File: config.mk
export PLATFORM = sky130hd
export DESIGN_NAME = persiana_actuador
export DESIGN_NICKNAME = d
export VERILOG_FILES = /design/src/rtl/persiana_pkg.sv /design/src/rtl/persiana_paso_div.sv /design/src/rtl/persiana_actuador.sv
export SDC_FILE = /design/constraint.sdc
export NUM_CORES = 1
export LEC_CHECK = 0
export ABC_AREA = 1
export ABC_CLOCK_PERIOD_IN_PS = 2650
export CAP_MARGIN = 0
export CORE_MARGIN = 4
export CORE_UTILIZATION = 46
export CTS_BUF_LIST = sky130_fd_sc_hd__clkbuf_2 sky130_fd_sc_hd__clkbuf_4 sky130_fd_sc_hd__clkbuf_8
export DETAILED_ROUTE_END_ITERATION = 10
export DONT_BUFFER_PORTS = 1
export SKIP_LAST_GASP = 1
export SYNTH_ARGS = -nofsm -noshare
export SYNTH_HDL_FRONTEND = slang
export SYNTH_SLANG_ARGS = --single-unit
export TNS_END_PERCENT = 5
File: constraint.sdc
create_clock -name clk -period 2.65 [get_ports clk]
set_input_delay 0.3975 -clock clk [delete_from_list [all_inputs] [get_ports clk]]
set_output_delay 0.3975 -clock clk [all_outputs]
set_load 0.02 [all_outputs]
File: src/rtl/persiana_pkg.sv
`default_nettype none
// ============================================================================
// Module      : persiana_pkg
// Description : Shared types and defaults for the blind actuator/emulator.
//               estado_t    - motor FSM state encoding
//               POS_W_DEF   - default position counter width
//               SENSOR_W    - width of each end/middle sensor line
//               es_movim()  - true for the two motor-running states
// Revision    : 1.0 - initial release
// ============================================================================
package persiana_pkg;

  typedef enum logic [2:0] {
    IDLE     = 3'd0,
    SUBIENDO = 3'd1,
    BAJANDO  = 3'd2,
    PAUSA    = 3'd3,
    FALLA    = 3'd4
  } estado_t;

  localparam int POS_W_DEF = 8;
  localparam int SENSOR_W  = 1;

  function automatic logic es_movim(input estado_t e);
    return (e == SUBIENDO) || (e == BAJANDO);
  endfunction

endpackage
`default_nettype wire

File: src/rtl/persiana_paso_div.sv
`default_nettype none
// ============================================================================
// Module      : persiana_paso_div
// Description : Divides the timebase tick down to one position step every
//               TICKS_PER_STEP ticks. paso is a combinational one-cycle
//               strobe on the tick that completes a step.
// Ports       : clk, reseteo (async, active-high), tick (timebase strobe),
//               clr (hold counter at 0, suppress paso), paso (step strobe)
// Revision    : 1.0 - initial release
// ============================================================================
module persiana_paso_div #(
  parameter int TICKS_PER_STEP = 4
) (
  input  logic clk,
  input  logic reseteo,
  input  logic tick,
  input  logic clr,
  output logic paso
);

  localparam int CNT_W = (TICKS_PER_STEP > 1) ? $clog2(TICKS_PER_STEP) : 1;
  localparam logic [CNT_W-1:0] CNT_LAST = CNT_W'(TICKS_PER_STEP - 1);

  logic [CNT_W-1:0] cnt_q;
  logic [CNT_W-1:0] cnt_d;

  always_comb begin
    paso  = 1'b0;
    cnt_d = cnt_q;
    if (clr) begin
      cnt_d = '0;
    end else if (tick) begin
      if (cnt_q == CNT_LAST) begin
        cnt_d = '0;
        paso  = 1'b1;
      end else begin
        cnt_d = cnt_q + CNT_W'(1);
      end
    end
  end

  always_ff @(posedge clk or posedge reseteo) begin
    if (reseteo) cnt_q <= '0;
    else         cnt_q <= cnt_d;
  end

endmodule
`default_nettype wire

File: src/rtl/persiana_actuador.sv
`default_nettype none
// ============================================================================
// Module      : persiana_actuador
// Description : Plant model of the blind motor and its position sensors.
//               Integrates position from subir/bajar commands, inserts a
//               dead time on direction reversal and flags contradictory
//               commands as a fault.
// Ports       : clk, reseteo (async, active-high), tick (timebase strobe),
//               subir/bajar (motor commands), Ssup/Smed/Sinf (sensors),
//               pos (position, 0=closed), moviendo, falla,
//               fin_carrera (only with PERSIANA_ENDSTOP_STOP_EN)
// Config      : `define PERSIANA_ENDSTOP_STOP_EN to stop the motor at the
//               end-stops and pulse fin_carrera; otherwise the motor stalls
//               in its running state at saturation.
// Revision    : 1.0 - initial release
// ============================================================================
module persiana_actuador
  import persiana_pkg::*;
#(
  parameter int POS_W          = POS_W_DEF,
  parameter int POS_MAX        = 200,
  parameter int POS_MED        = 100,
  parameter int MED_WIN        = 2,
  parameter int TICKS_PER_STEP = 4,
  parameter int REV_DELAY      = 3
) (
  input  logic             clk,
  input  logic             reseteo,
  input  logic             tick,
  input  logic             subir,
  input  logic             bajar,
  output logic             Ssup,
  output logic             Smed,
  output logic             Sinf,
  output logic [POS_W-1:0] pos,
  output logic             moviendo,
  output logic             falla
`ifdef PERSIANA_ENDSTOP_STOP_EN
  ,
  output logic             fin_carrera
`endif
);

  localparam int DT_W = $clog2(REV_DELAY + 1);
  localparam logic [DT_W-1:0]         DT_LOAD = DT_W'(REV_DELAY);
  localparam logic [POS_W-1:0]        P_MAX   = POS_W'(POS_MAX);
  localparam logic [POS_W-1:0]        P_MED   = POS_W'(POS_MED);
  // One bit wider and signed so the window test cannot wrap at 0 or POS_MAX
  localparam logic signed [POS_W:0]   WIN_P   = (POS_W+1)'(MED_WIN);
  localparam logic signed [POS_W:0]   WIN_N   = -WIN_P;

  estado_t state_q, state_d, state_base;
  logic [POS_W-1:0] pos_q, pos_d;
  logic [DT_W-1:0]  dt_q, dt_d;
  logic             dir_up_q, dir_up_d;   // target direction while in PAUSA
  logic             ssup_q, smed_q, sinf_q, mov_q, falla_q;
  logic             step_clr, paso;
  logic             up_only, down_only, none;
  logic signed [POS_W:0] med_dif;

  logic             lock_up_q, lock_dn_q;

  assign up_only   = subir & ~bajar;
  assign down_only = bajar & ~subir;
  assign none      = ~subir & ~bajar;

  // Command-driven transitions; end-stop handling is layered on afterwards
  // so the step enable never depends on its own result.
  always_comb begin
    state_base = state_q;
    dt_d       = '0;
    dir_up_d   = dir_up_q;
    if (subir & bajar) begin
      state_base = FALLA;
    end else if (state_q == FALLA) begin
      if (none) state_base = IDLE;
    end else if (none) begin
      state_base = IDLE;
    end else begin
      unique case (state_q)
        IDLE: begin
          if (up_only && !lock_up_q)        state_base = SUBIENDO;
          else if (down_only && !lock_dn_q) state_base = BAJANDO;
        end
        SUBIENDO: begin
          if (down_only) begin
            state_base = PAUSA;
            dir_up_d   = 1'b0;
            dt_d       = DT_LOAD;
          end
        end
        BAJANDO: begin
          if (up_only) begin
            state_base = PAUSA;
            dir_up_d   = 1'b1;
            dt_d       = DT_LOAD;
          end
        end
        PAUSA: begin
          if (up_only != dir_up_q) begin
            // Command flipped back: restart the dead time toward it
            dir_up_d = up_only;
            dt_d     = DT_LOAD;
          end else if (tick) begin
            if (dt_q <= DT_W'(1)) state_base = dir_up_q ? SUBIENDO : BAJANDO;
            else                  dt_d = dt_q - DT_W'(1);
          end else begin
            dt_d = dt_q;
          end
        end
        default: state_base = IDLE;
      endcase
    end
  end

  assign step_clr = !(es_movim(state_q) && (state_base == state_q));

  persiana_paso_div #(
    .TICKS_PER_STEP(TICKS_PER_STEP)
  ) u_paso_div (
    .clk    (clk),
    .reseteo(reseteo),
    .tick   (tick),
    .clr    (step_clr),
    .paso   (paso)
  );

  always_comb begin
    pos_d = pos_q;
    if (paso) begin
      if (state_q == SUBIENDO && pos_q < P_MAX)       pos_d = pos_q + POS_W'(1);
      else if (state_q == BAJANDO && pos_q != '0)     pos_d = pos_q - POS_W'(1);
    end
  end

`ifdef PERSIANA_ENDSTOP_STOP_EN
  logic ev_up, ev_dn, fin_q;
  // A step that lands on (or pushes against) an end-stop stops the motor
  assign ev_up = paso && (state_q == SUBIENDO) && (pos_d == P_MAX);
  assign ev_dn = paso && (state_q == BAJANDO)  && (pos_d == '0);
  assign state_d = (ev_up || ev_dn) ? IDLE : state_base;

  // Lock blocks restarting in the same direction until the command changes
  always_ff @(posedge clk or posedge reseteo) begin
    if (reseteo) begin
      lock_up_q <= 1'b0;
      lock_dn_q <= 1'b0;
      fin_q     <= 1'b0;
    end else begin
      lock_up_q <= ev_up | (lock_up_q & up_only);
      lock_dn_q <= ev_dn | (lock_dn_q & down_only);
      fin_q     <= ev_up | ev_dn;
    end
  end
  assign fin_carrera = fin_q;
`else
  assign state_d   = state_base;
  assign lock_up_q = 1'b0;
  assign lock_dn_q = 1'b0;
`endif

  assign med_dif = $signed({1'b0, pos_d}) - $signed({1'b0, P_MED});

  always_ff @(posedge clk or posedge reseteo) begin
    if (reseteo) begin
      state_q  <= IDLE;
      pos_q    <= '0;
      dt_q     <= '0;
      dir_up_q <= 1'b0;
      ssup_q   <= 1'b0;
      smed_q   <= 1'b0;
      sinf_q   <= 1'b1;
      mov_q    <= 1'b0;
      falla_q  <= 1'b0;
    end else begin
      state_q  <= state_d;
      pos_q    <= pos_d;
      dt_q     <= dt_d;
      dir_up_q <= dir_up_d;
      ssup_q   <= (pos_d == P_MAX);
      smed_q   <= (med_dif >= WIN_N) && (med_dif <= WIN_P);
      sinf_q   <= (pos_d == '0);
      mov_q    <= es_movim(state_d);
      falla_q  <= (state_d == FALLA);
    end
  end

  assign Ssup     = ssup_q;
  assign Smed     = smed_q;
  assign Sinf     = sinf_q;
  assign pos      = pos_q;
  assign moviendo = mov_q;
  assign falla    = falla_q;

endmodule
`default_nettype wire

==> flow_summary.toml, run 1 <==
[run_status]
status = "completed"

[floorplan]
initial_core_util = 0.4788
top_level_ports = 18
die_width_um = 69.73
fp.dieArea_um2 = 4862
design.core.area_um2 = 3661
std_cell_rows = 22
floorplan.die.height_um = 69.73

[finish]
seq_area_um2 = 526.8
area_overhead_of_the_layout_relative_to_synthesis_pct = 15.42
antenna_cells_inserted = 0
finish.utilization = 0.5526
multiInputGateArea_um2 = 1072
non_filler_cell_area_final_um2 = 2023
drive_gt1_frac = 0.1926
num-nets-final = 308
fillers = 387

[detailed_routing]
detailedRoute.firstPassIterationCount = 4
top_layer_used = "met4"
drc_violations = 0
wl_met3_um = 159
wl_met1_mm = 2.210
dr_total_vias = 1668
vias_per_cell = 4.849
met2_wirelength_mm = 1.831
wirelength_mm = 4.221
postRouteAntennaNets = 0
routed_wire_length_per_instance_um = 12.27
drt_iter0_drc = 109

[critical_path]
regToRegSetupSlack_ns = 0.20
critical-path-max-stage-delay_ns = 0.49
reg2regPathDepth = 18
startpoint_type = "flop"
path_class = "reg -> reg"
cpMostUsedCell = "sky130_fd_sc_hd__nand2_1"
crit_fanout = 7
path_buf_inv = 0
crit_path_start = "state_q[0]"
cp_top_family = "simple AND/OR/NAND/NOR gates"
crit_end = "Smed"
critical_path.reg2reg.endpoint = "Smed"
cp.required_ns = 2.83
cp_cell_sequence = "nand2_1 > nor2_4 > nand2_1 > nand3_2 > nand2_2 > nand2_1 > nand3_2 > nor2_4 > nand2_4 > nand2_1 > nand2_2 > ha_1 > nand3b_1 > nand2_1 > nand3_1 > nor2_1 > nand2_1 > o21ai_1"
worst-path-stages = 18
critical_path_arrival_ns = 2.64
critical_path_sink_type = "flop"
critical_path.slowest_cell = "sky130_fd_sc_hd__dfrtp_1"
timing.rr.start = "state_q[0]"

[sta]
finalWorstPathRequiredPeriod_ns = 2.452
report.final.slew_viol_count = 0
setup_slack_ns = 0.1978
timing_hold_violations_final = 0
slew_headroom = 0.4439
achievable-frequency_ghz = 0.4078
total_negative_setup_slacks_ns = 0
finalClockSkew_ns = 0.006654
slew_at_the_pin_with_the_worst_max_slew_slack_ns = 0.8333
final_setup_violation_count = 0
fin_crit_sh = 0.9254

[synthesis]
post_synth_main_area_contributors = "sky130_fd_sc_hd__dfrtp_1, sky130_fd_sc_hd__nand2_1, sky130_fd_sc_hd__nand3_1"
ys_dominant_reg_cell = "sky130_fd_sc_hd__dfrtp_1"
synth.yosys.seq_area_share = 0.3005
synth.avg_cell_area_um2 = 6.398
post_synth_num_cell_types = 28
yosys-top-cells-count = "sky130_fd_sc_hd__nand2_1, sky130_fd_sc_hd__inv_1, sky130_fd_sc_hd__nand3_1"
synth-edff-count = 0
netlist_area_um2 = 1753
top_cell_type_s_share_of_synthesized_area = 0.2855
yosys_warnings = 0
postSynth.asyncResetShare = 1.000
ff_latch_count_synth = 21
syn-num-nets = 285
synth_most_common_cell = "sky130_fd_sc_hd__nand2_1"
synth_largest_area_cell = "sky130_fd_sc_hd__dfrtp_1"
netlist_instances = 274

[placed_design]
place.detailed.hpwl_mm = 3.271
portBuffers = 0
gpl.final_weighted_congestion = 0.8257
dpl_worst_slack_ns = 0.08829
postPlaceCellArea_um2 = 1872

[clock_network]
root_driver = "sky130_fd_sc_hd__clkbuf_8"
later_pin_clock_latency_in_the_skew_report_ns = 0.26
clock-sinks = 21
tritoncts = "yes"
htree_levels = 1
clock_input_transition_at_the_sequential_cells_of_the_worst_setup_and_hold_paths_ns = 0.08
cts_buffer_depth = 2
cts_inserted_buffers = 3

[power]
leakage_nw = 1.071
worst_vdd_drop_mv = 0.2610
p_per_area_nw_per_um2 = 343.5

[global_routing]
initial_antenna_violation_count = 0
grt_pass1_wl_mm = 7.189
globalRoute.totalOverflow = 0
gr-usage-all-layers = 0.1763
grt_start_max_net_pins = 22
via_count_of_the_first_global_routing_pass = 1593

[min_path]
hold_path.class = "in -> async"

[flow_run]
maxCapViolations = 0
## sequential cells by signal, indices dropped and copies added (netlist names)
| register | count |
|---|---|
| Sinf | 1 |
| Smed | 1 |
| Ssup | 1 |
| dir_up_q | 1 |
| dt_q | 2 |
| falla | 1 |
| moviendo | 1 |
| pos | 8 |
| state_q | 3 |
| u_paso_div.cnt_q | 2 |
## layout by cell type, fill, tap and decap left out, drive strengths merged
| cell type | instances |
|---|---|
| o31ai | 1 |
| xor2 | 11 |
| clkinv | 1 |
| dfstp | 1 |
| o211ai | 1 |
| buf | 22 |
| nand2 | 94 |
| nor3 | 6 |
| o21ai | 15 |
| clkbuf | 4 |
| inv | 39 |
| nand3 | 31 |
| a211oi | 1 |
| nor3b | 1 |
| nor2 | 28 |
| ha | 6 |
| a21oi | 7 |
| o22ai | 2 |
| dfrtp | 20 |
| nand4 | 4 |
| nand3b | 1 |
## through the flow
stage / instances / power [mW] / hold slack (ns)
CTS: 334 / 0.6978 / 0.2192
detailed placement: 330 / 0.4721 / 0.4960
floorplan: 274 / 0.4512 / 0.3733
global route: 344 / 0.7338 / 0.2558
finish: 344 / 0.6950 / 0.1884
global placement: 330 / 0.4723 / 0.4938
## worst register-to-register path, stage by stage (launching register included)
cell and delay (ns):
sky130_fd_sc_hd__dfrtp_1 0.49, sky130_fd_sc_hd__nand2_1 0.14, sky130_fd_sc_hd__nor2_4 0.15, sky130_fd_sc_hd__nand2_1 0.08, sky130_fd_sc_hd__nand3_2 0.09, sky130_fd_sc_hd__nand2_2 0.08, sky130_fd_sc_hd__nand2_1 0.08, sky130_fd_sc_hd__nand3_2 0.08
sky130_fd_sc_hd__nor2_4 0.17, sky130_fd_sc_hd__nand2_4 0.09, sky130_fd_sc_hd__nand2_1 0.08, sky130_fd_sc_hd__nand2_2 0.09, sky130_fd_sc_hd__ha_1 0.21, sky130_fd_sc_hd__nand3b_1 0.16, sky130_fd_sc_hd__nand2_1 0.12, sky130_fd_sc_hd__nand3_1 0.09
sky130_fd_sc_hd__nor2_1 0.09, sky130_fd_sc_hd__nand2_1 0.05, sky130_fd_sc_hd__o21ai_1 0.07
## cell families after synthesis
| logic type | synth area share |
|---|---|
| compound gates | 0.08280 |
| xor+xnor | 0.05496 |
| fa+ha+maj | 0.04283 |
| buf+inv | 0.1035 |
| flops | 0.3005 |
| simple gates | 0.4154 |
## repair_timing
item / in CTS / in global routing
hold buffers: 0 / 0
setup buffers: 0 / 10
endpoints found under the setup margin: 0 / 2
resized for setup: 0 / 11
## metal layers
metal,global-route usage,up-vias
li1,-,912
met1,0.2612,726
met2,0.2691,28
met3,0.02464,2
met4,0.04468,0
met5,0,-
## power breakdown
part           leakage, nW  internal [mW]  total, mW  switching, mW
clock               0.0262          0.117      0.222          0.104
combinational        0.789         0.0381      0.116         0.0781
sequential           0.257          0.338      0.357         0.0195
## worst min path at each step
stage	startpoint	endpoint	slack, ns
6_report	reseteo	u_paso_div.cnt_q[0]	0.19
4_1_cts	reseteo	Smed	0.22
2_1_floorplan	reseteo	Smed	0.37
3_3_place_gp	u_paso_div.cnt_q[1]	u_paso_div.cnt_q[1]	0.49
3_5_place_dp	u_paso_div.cnt_q[1]	u_paso_div.cnt_q[1]	0.50
5_1_grt	reseteo	Smed	0.26
## cell type report
type,count,share of cell area
well taps,48,0.02968
repair buffers,22,0.08163
flip-flops and latches,21,0.2604
multi-input cells,209,0.5300
clock buffers,4,0.02412
inverters,40,0.07421
(Power assumes the default switching activity.)
==> run 2: changes to the inputs <==
--- a/config.mk
+++ b/config.mk
@@ -13,6 +13,7 @@
 export CTS_BUF_LIST = sky130_fd_sc_hd__clkbuf_2 sky130_fd_sc_hd__clkbuf_4 sky130_fd_sc_hd__clkbuf_8
 export DETAILED_ROUTE_END_ITERATION = 10
 export DONT_BUFFER_PORTS = 1
+export GPL_TIMING_DRIVEN = 0
 export SKIP_LAST_GASP = 1
 export SYNTH_ARGS = -nofsm -noshare
 export SYNTH_HDL_FRONTEND = slang
==> run 2 against run 1 <==
  * Final cell count stayed put
  * Highest routed layer unchanged
  * First-iteration DRC count decreased by 24%
  * Global-route usage shrank 0.69 points
  * Maximum frequency down 4.2%
  * Count of clock-buffer cells in the layout fell by 1
  * Routed wire length grew 4.1%
  * Critical path depth unchanged
  * Clock skew is 0.00090 ns lower
  * Power increased by 1.8%
  * Core utilization up 2.8 points
  * Die area stayed put
==> flow_summary.toml, run 2 (synthesis gave the netlist of run 1 again) <==
[sta]
slew_at_the_pin_with_the_worst_max_slew_slack_ns = 0.8222
finalWorstPathRequiredPeriod_ns = 2.559
finalClockSkew_ns = 0.005755
rsz_0062_raised_after_global_routing = "true"
total_negative_setup_slacks_ns = 0
slew_headroom = 0.4513
achievable-frequency_ghz = 0.3908
fin_crit_sh = 0.9656
report.final.slew_viol_count = 0
timing_hold_violations_final = 0
hold-worst-slack_ns = 0.1772
final_setup_violation_count = 0

[finish]
mostFrequentLayoutCell = "sky130_fd_sc_hd__nand2_1"
drive_gt1_frac = 0.2601
area_overhead_of_the_layout_relative_to_synthesis_pct = 21.34
layout_common_cells = "sky130_fd_sc_hd__nand2_1, sky130_fd_sc_hd__inv_1, sky130_fd_sc_hd__nand3_1, sky130_fd_sc_hd__nor2_1, sky130_fd_sc_hd__buf_4"
non_filler_cell_area_final_um2 = 2127
num-nets-final = 308
largest_register_ff_count = 8
antenna_cells_inserted = 0

[critical_path]
critical_path_sink_type = "flop"
critical-path-max-stage-delay_ns = 0.52
path_class = "reg -> reg"
crit_fanout = 7
critical_path_arrival_ns = 2.75
cp_cell_sequence = "nor2_4 > nand2_2 > nor2_2 > nand3_1 > nand2_2 > buf_6 > o21ai_2 > a21oi_2 > nand3_1 > nand2_2 > inv_4 > ha_4 > nand3b_1 > nand2_2 > nand3_2 > nor2_2 > nand2_1 > o21ai_1"
cpMostUsedCell = "sky130_fd_sc_hd__nand2_2"
startpoint_type = "flop"
critical_path.slowest_cell = "sky130_fd_sc_hd__dfrtp_2"
cp.required_ns = 2.84

[global_routing]
gr-usage-all-layers = 0.1694
via_count_of_the_first_global_routing_pass = 1466
initial_antenna_violation_count = 0
grt_start_max_net_pins = 22
grt_pass1_wl_mm = 6.837
globalRoute.totalOverflow = 0

[floorplan]
initial_core_util = 0.4788
design.core.area_um2 = 3661
top_level_ports = 18
die_width_um = 69.73
std_cell_rows = 22
fp.dieArea_um2 = 4862
floorplan.die.height_um = 69.73

[detailed_routing]
wirelength_mm = 4.394
dr_total_vias = 1746
postRouteAntennaNets = 0
vias_per_cell = 5.076
drt_iter0_drc = 83
drc_violations = 0
routed_wire_length_per_instance_um = 12.77
detailedRoute.firstPassIterationCount = 4

[clock_network]
clock_input_transition_at_the_sequential_cells_of_the_worst_setup_and_hold_paths_ns = 0.08
tritoncts = "yes"
htree_levels = 1
cts_buffer_depth = 2
later_pin_clock_latency_in_the_skew_report_ns = 0.26
clock-sinks = 21
root_driver = "sky130_fd_sc_hd__clkbuf_8"
cts_inserted_buffers = 3

[power]
p_per_area_nw_per_um2 = 332.6
worst_vdd_drop_mv = 0.2667
p_total_uw = 707.5
leakage_nw = 1.080

[placed_design]
portBuffers = 0
place.detailed.hpwl_mm = 3.102
gpl.final_weighted_congestion = 0.8026
postPlaceCellArea_um2 = 1813

[min_path]
hold_path.class = "in -> async"

[flow_run]
maxCapViolations = 0

[run_status]
status = "completed"
-- run 2: changes by cell type in the layout (fill, tap and decap cells not counted), sizes merged --
cell and delta:
clkinv +1, inv -1, buf -2, clkbuf +1, clkinvlp +1
-- run 2: routing by layer --
layer	vias up	track usage	share of wire
met1	794	0.2677	0.50
met2	35	0.2383	0.44
met5	-	0	0
met3	5	0.02464	0.046
met4	0	0.04255	0.0091
li1	912	-	-
-- run 2: final cells by class --
cell class	instances	area [um2]
clock buffer	3	41.29
sequential	21	534.3
fill	357	1534
multi-input combinational	209	1150
buffer	3	23.77
clock inverter	1	7.507
tap	48	60.06
timing repair buffer	19	150.1
inverter	40	160.2
-- run 2: critical path: cells and delay by family, from the launching register on --
kind	cells	cell delay [ns]
AOI/OAI and AO/OA	3	0.27
and+or+nand+nor	12	1.31
adders and majority gates	1	0.16
buffers and inverters	2	0.19
DFF	1	0.52
-- run 2: final timing paths --
path / start / endpoint / slack [ns] / cells past startpoint
min in group clk: tick / u_paso_div.cnt_q[0] / 0.28 / 2
hold / removal: reseteo / Ssup / 0.18 / 1
setup / recovery: pos[4] / Smed / 0.09 / 18
setup reg to reg: pos[4] / Smed / 0.09 / 18
hold reg to reg: u_paso_div.cnt_q[1] / u_paso_div.cnt_q[1] / 0.53 / 2
max in group asynchronous: reseteo / pos[5] / 1.91 / 1
-- run 2: repair_timing --
action	CTS	global route
hold endpoints to repair	0	0
gates resized for setup	8	37
pin swaps	1	21
buffers inserted	1	18
setup endpoints to repair	1	1
hold buffers	0	0
cloned	0	0
-- run 2: through the flow --
| step | setup slack [ns] | utilization | instances |
|---|---|---|---|
| finish | 0.09110 | 0.5810 | 344 |
| global route | -0.1198 | 0.5810 | 344 |
| CTS | 0.007428 | 0.5144 | 327 |
| detailed placement | -0.1718 | 0.4952 | 322 |
| global placement | -0.2108 | 0.4952 | 322 |
| floorplan | 0.2415 | - | 274 |
-- run 2: power by group --
part	switching (mW)	leakage (nW)	internal, mW
clock	0.112	0.0217	0.106
combinational	0.0844	0.807	0.0476
sequential	0.0196	0.251	0.338
total	0.216	1.08	0.492
==> run 3: changes to the inputs <==
--- a/config.mk
+++ b/config.mk
@@ -18,4 +18,4 @@
 export SYNTH_ARGS = -nofsm -noshare
 export SYNTH_HDL_FRONTEND = slang
 export SYNTH_SLANG_ARGS = --single-unit
-export TNS_END_PERCENT = 5
+export TNS_END_PERCENT = 1
==> results of run 3 <==
The final DEF is identical to that of run 2; final timing and power are the same.
==> variant: new RTL, settings of run 1 <==
The output `Sinf` loses its register stage (`sinf_q` becomes a continuous assignment).
--- a/src/rtl/persiana_actuador.sv
+++ b/src/rtl/persiana_actuador.sv
@@ -171,3 +171,2 @@
       smed_q   <= 1'b0;
-      sinf_q   <= 1'b1;
       mov_q    <= 1'b0;
@@ -181,3 +180,2 @@
       smed_q   <= (med_dif >= WIN_N) && (med_dif <= WIN_P);
-      sinf_q   <= (pos_d == '0);
       mov_q    <= es_movim(state_d);
@@ -186,2 +184,4 @@
   end
+
+  assign sinf_q = (pos_d == '0);
 
Formal check against the unedited RTL: not equivalent (a bounded check fails within 10 cycles, from zero or initial values and one cycle with reseteo high).
==> variant against run 1 <==
  * The flow now finishes with violations (negative setup slack)
  * Sequential share of layout area shrank 5.6 points
  * Sequential cell count is 1 lower
  * Synthesized area grew 3.6%
  * Maximum frequency down 10%
  * Worst setup slack worse by 0.28 ns
  * Power increased by 12%
  * Critical path depth shrank 4
  * Cell area rose by 22%
  * Wire length increased by 24%
  * First-iteration DRC count decreased by 33%
  * Highest routed layer unchanged
==> variant: results (changes against run 1) <==
Design Area, Final 0.00246 mm^2 (was 0.00202 mm^2); Reg2Reg Depth 21 (was 18); crit path capture Sinf (was Smed); Final Routed Wirelength 5240 um (was 4220 um); worst setup margin -0.0826 ns (was 0.198 ns); Worst Setup SP pos[1] (was state_q[0]); Final setup viols 2 (was 0); Post-Synth XOR/XNOR Area 4.82% (was 5.50%); maximum number of pins on one net before global-route repair 21 (was 22); drt first pass iters 5 (was 4); Synth cell types 32 (was 28); post-place instance area 0.00201 mm^2 (was 0.00187 mm^2); main area contributors after synthesis dfrtp_1 (28%), nand2_1 (17%), inv_1 (6.8%), nor2_1 (5.8%), xor2_1 (4.8%) (was dfrtp_1 (29%), nand2_1 (18%), nand3_1 (8.3%), inv_1 (6.9%), xor2_1 (5.5%)); GR Util All Layers 19.9% (was 17.6%); Final HPWL DP 3580 um (was 3270 um); Layout fillers 362 (was 387); post-synthesis compound-gate area fraction 9.65% (was 8.28%); status complete, but fails checks (was complete, no violations); Max VDD drop 0.166 mV (was 0.261 mV); GPL Wtd Cong 0.822 (was 0.826); crit path DAT 2.34 ns (was 2.64 ns); area share of fa/ha/maj cells after synthesis 4.14% (was 4.28%); Seq/Total Area, Yosys 27.6% (was 30.0%); Post-synth top cells nand2_1 (82), inv_1 (33), nor2_1 (28) (was nand2_1 (86), inv_1 (32), nand3_1 (29)); syn_nets 288 (was 285); vias 1,995 (was 1,668); # nets final 344 (was 308); LEAKAGE 1.23 nW (was 1.07 nW); Switch Pwr 0.247 mW (was 0.202 mW); violated checks negative setup slack
-- variant: changes by cell type after synthesis, moves of 4 or more --
| cell | before | now |
|---|---|---|
| nand4_1 | 4 | 8 |
| nor2_1 | 24 | 28 |
| a21oi_1 | 7 | 11 |
| nand3_1 | 29 | 14 |
| nand2_1 | 86 | 82 |
-- variant: final cells by class --
type | instances | area share (%)
Sequential cell | 20 | 20.4
Tap cell | 48 | 2.44
Multi-Input combinational cell | 213 | 51.4
Inverter | 42 | 7.01
Clock buffer | 4 | 2.23
Timing Repair Buffer | 53 | 16.5
-- variant: power by group through the flow --
stage | clock network (mW) | registers (mW) | logic [mW]
finish | 0.241 | 0.346 | 0.187
global route | 0.263 | 0.349 | 0.209
CTS | 0.250 | 0.343 | 0.156
detailed placement | 0 | 0.350 | 0.133
global placement | 0 | 0.350 | 0.132
floorplan | 0 | 0.347 | 0.107
-- variant: per-layer routing --
metal / routed length, um / GRT usage, % / vias up
met3: 165 / 2.84 / 7
met4: 78 / 5.85 / 0
met2: 2830 / 37.1 / 41
met5: 0 / 0 / -
met1: 2160 / 23.4 / 952
li1: - / - / 995
-- variant: how the worst min path moves through the flow --
| stage | slack, ns | cells past startpoint | to | from |
|---|---|---|---|---|
| after floorplan | 0.36 | 1 | Smed | reseteo |
| after global placement | 0.50 | 1 | Smed | reseteo |
| after detailed placement | 0.50 | 1 | Smed | reseteo |
| after CTS | 0.21 | 1 | pos[3] | reseteo |
| after global routing | 0.25 | 1 | pos[0] | reseteo |
| final | 0.18 | 1 | pos[3] | reseteo |
-- variant: critical path, stage by stage, from the launching register on --
cell	delay, ns
dfrtp_1	0.39
inv_2	0.09
ha_4	0.13
nor3b_4	0.19
nand2_2	0.09
nand2_4	0.11
buf_6	0.12
o21ai_2	0.05
a21oi_2	0.15
nand4_1	0.17
nand2_2	0.16
clkinv_4	0.07
nand4_1	0.12
nor2_1	0.06
buf_4	0.15
-- variant: repair_timing --
item,in CTS,in global routing
setup buffers,21,12
gates cloned,0,1
resized for setup,22,25
setup endpoints to repair,2,2
pin swaps,13,28
endpoints found under the hold margin,0,0
-- variant: metrics by stage --
step           TNS, ns  power [mW]  cells  setup WS (ns)
6_report        -0.127       0.775    380        -0.0826
5_1_grt         -0.460       0.821    380         -0.236
3_3_place_gp    -0.245       0.483    343         -0.197
4_1_cts        -0.0774       0.749    368        -0.0509
2_1_floorplan        0       0.453    277         0.0916
3_5_place_dp    -0.169       0.483    343         -0.158
-- variant: cell families after synthesis --
group	count (synthesis)
and+or+nand+nor	165
buffers and inverters	45
AOI/OAI and AO/OA	31
DFF	20
xor gates and xnor gates	10
adders and majority gates	6
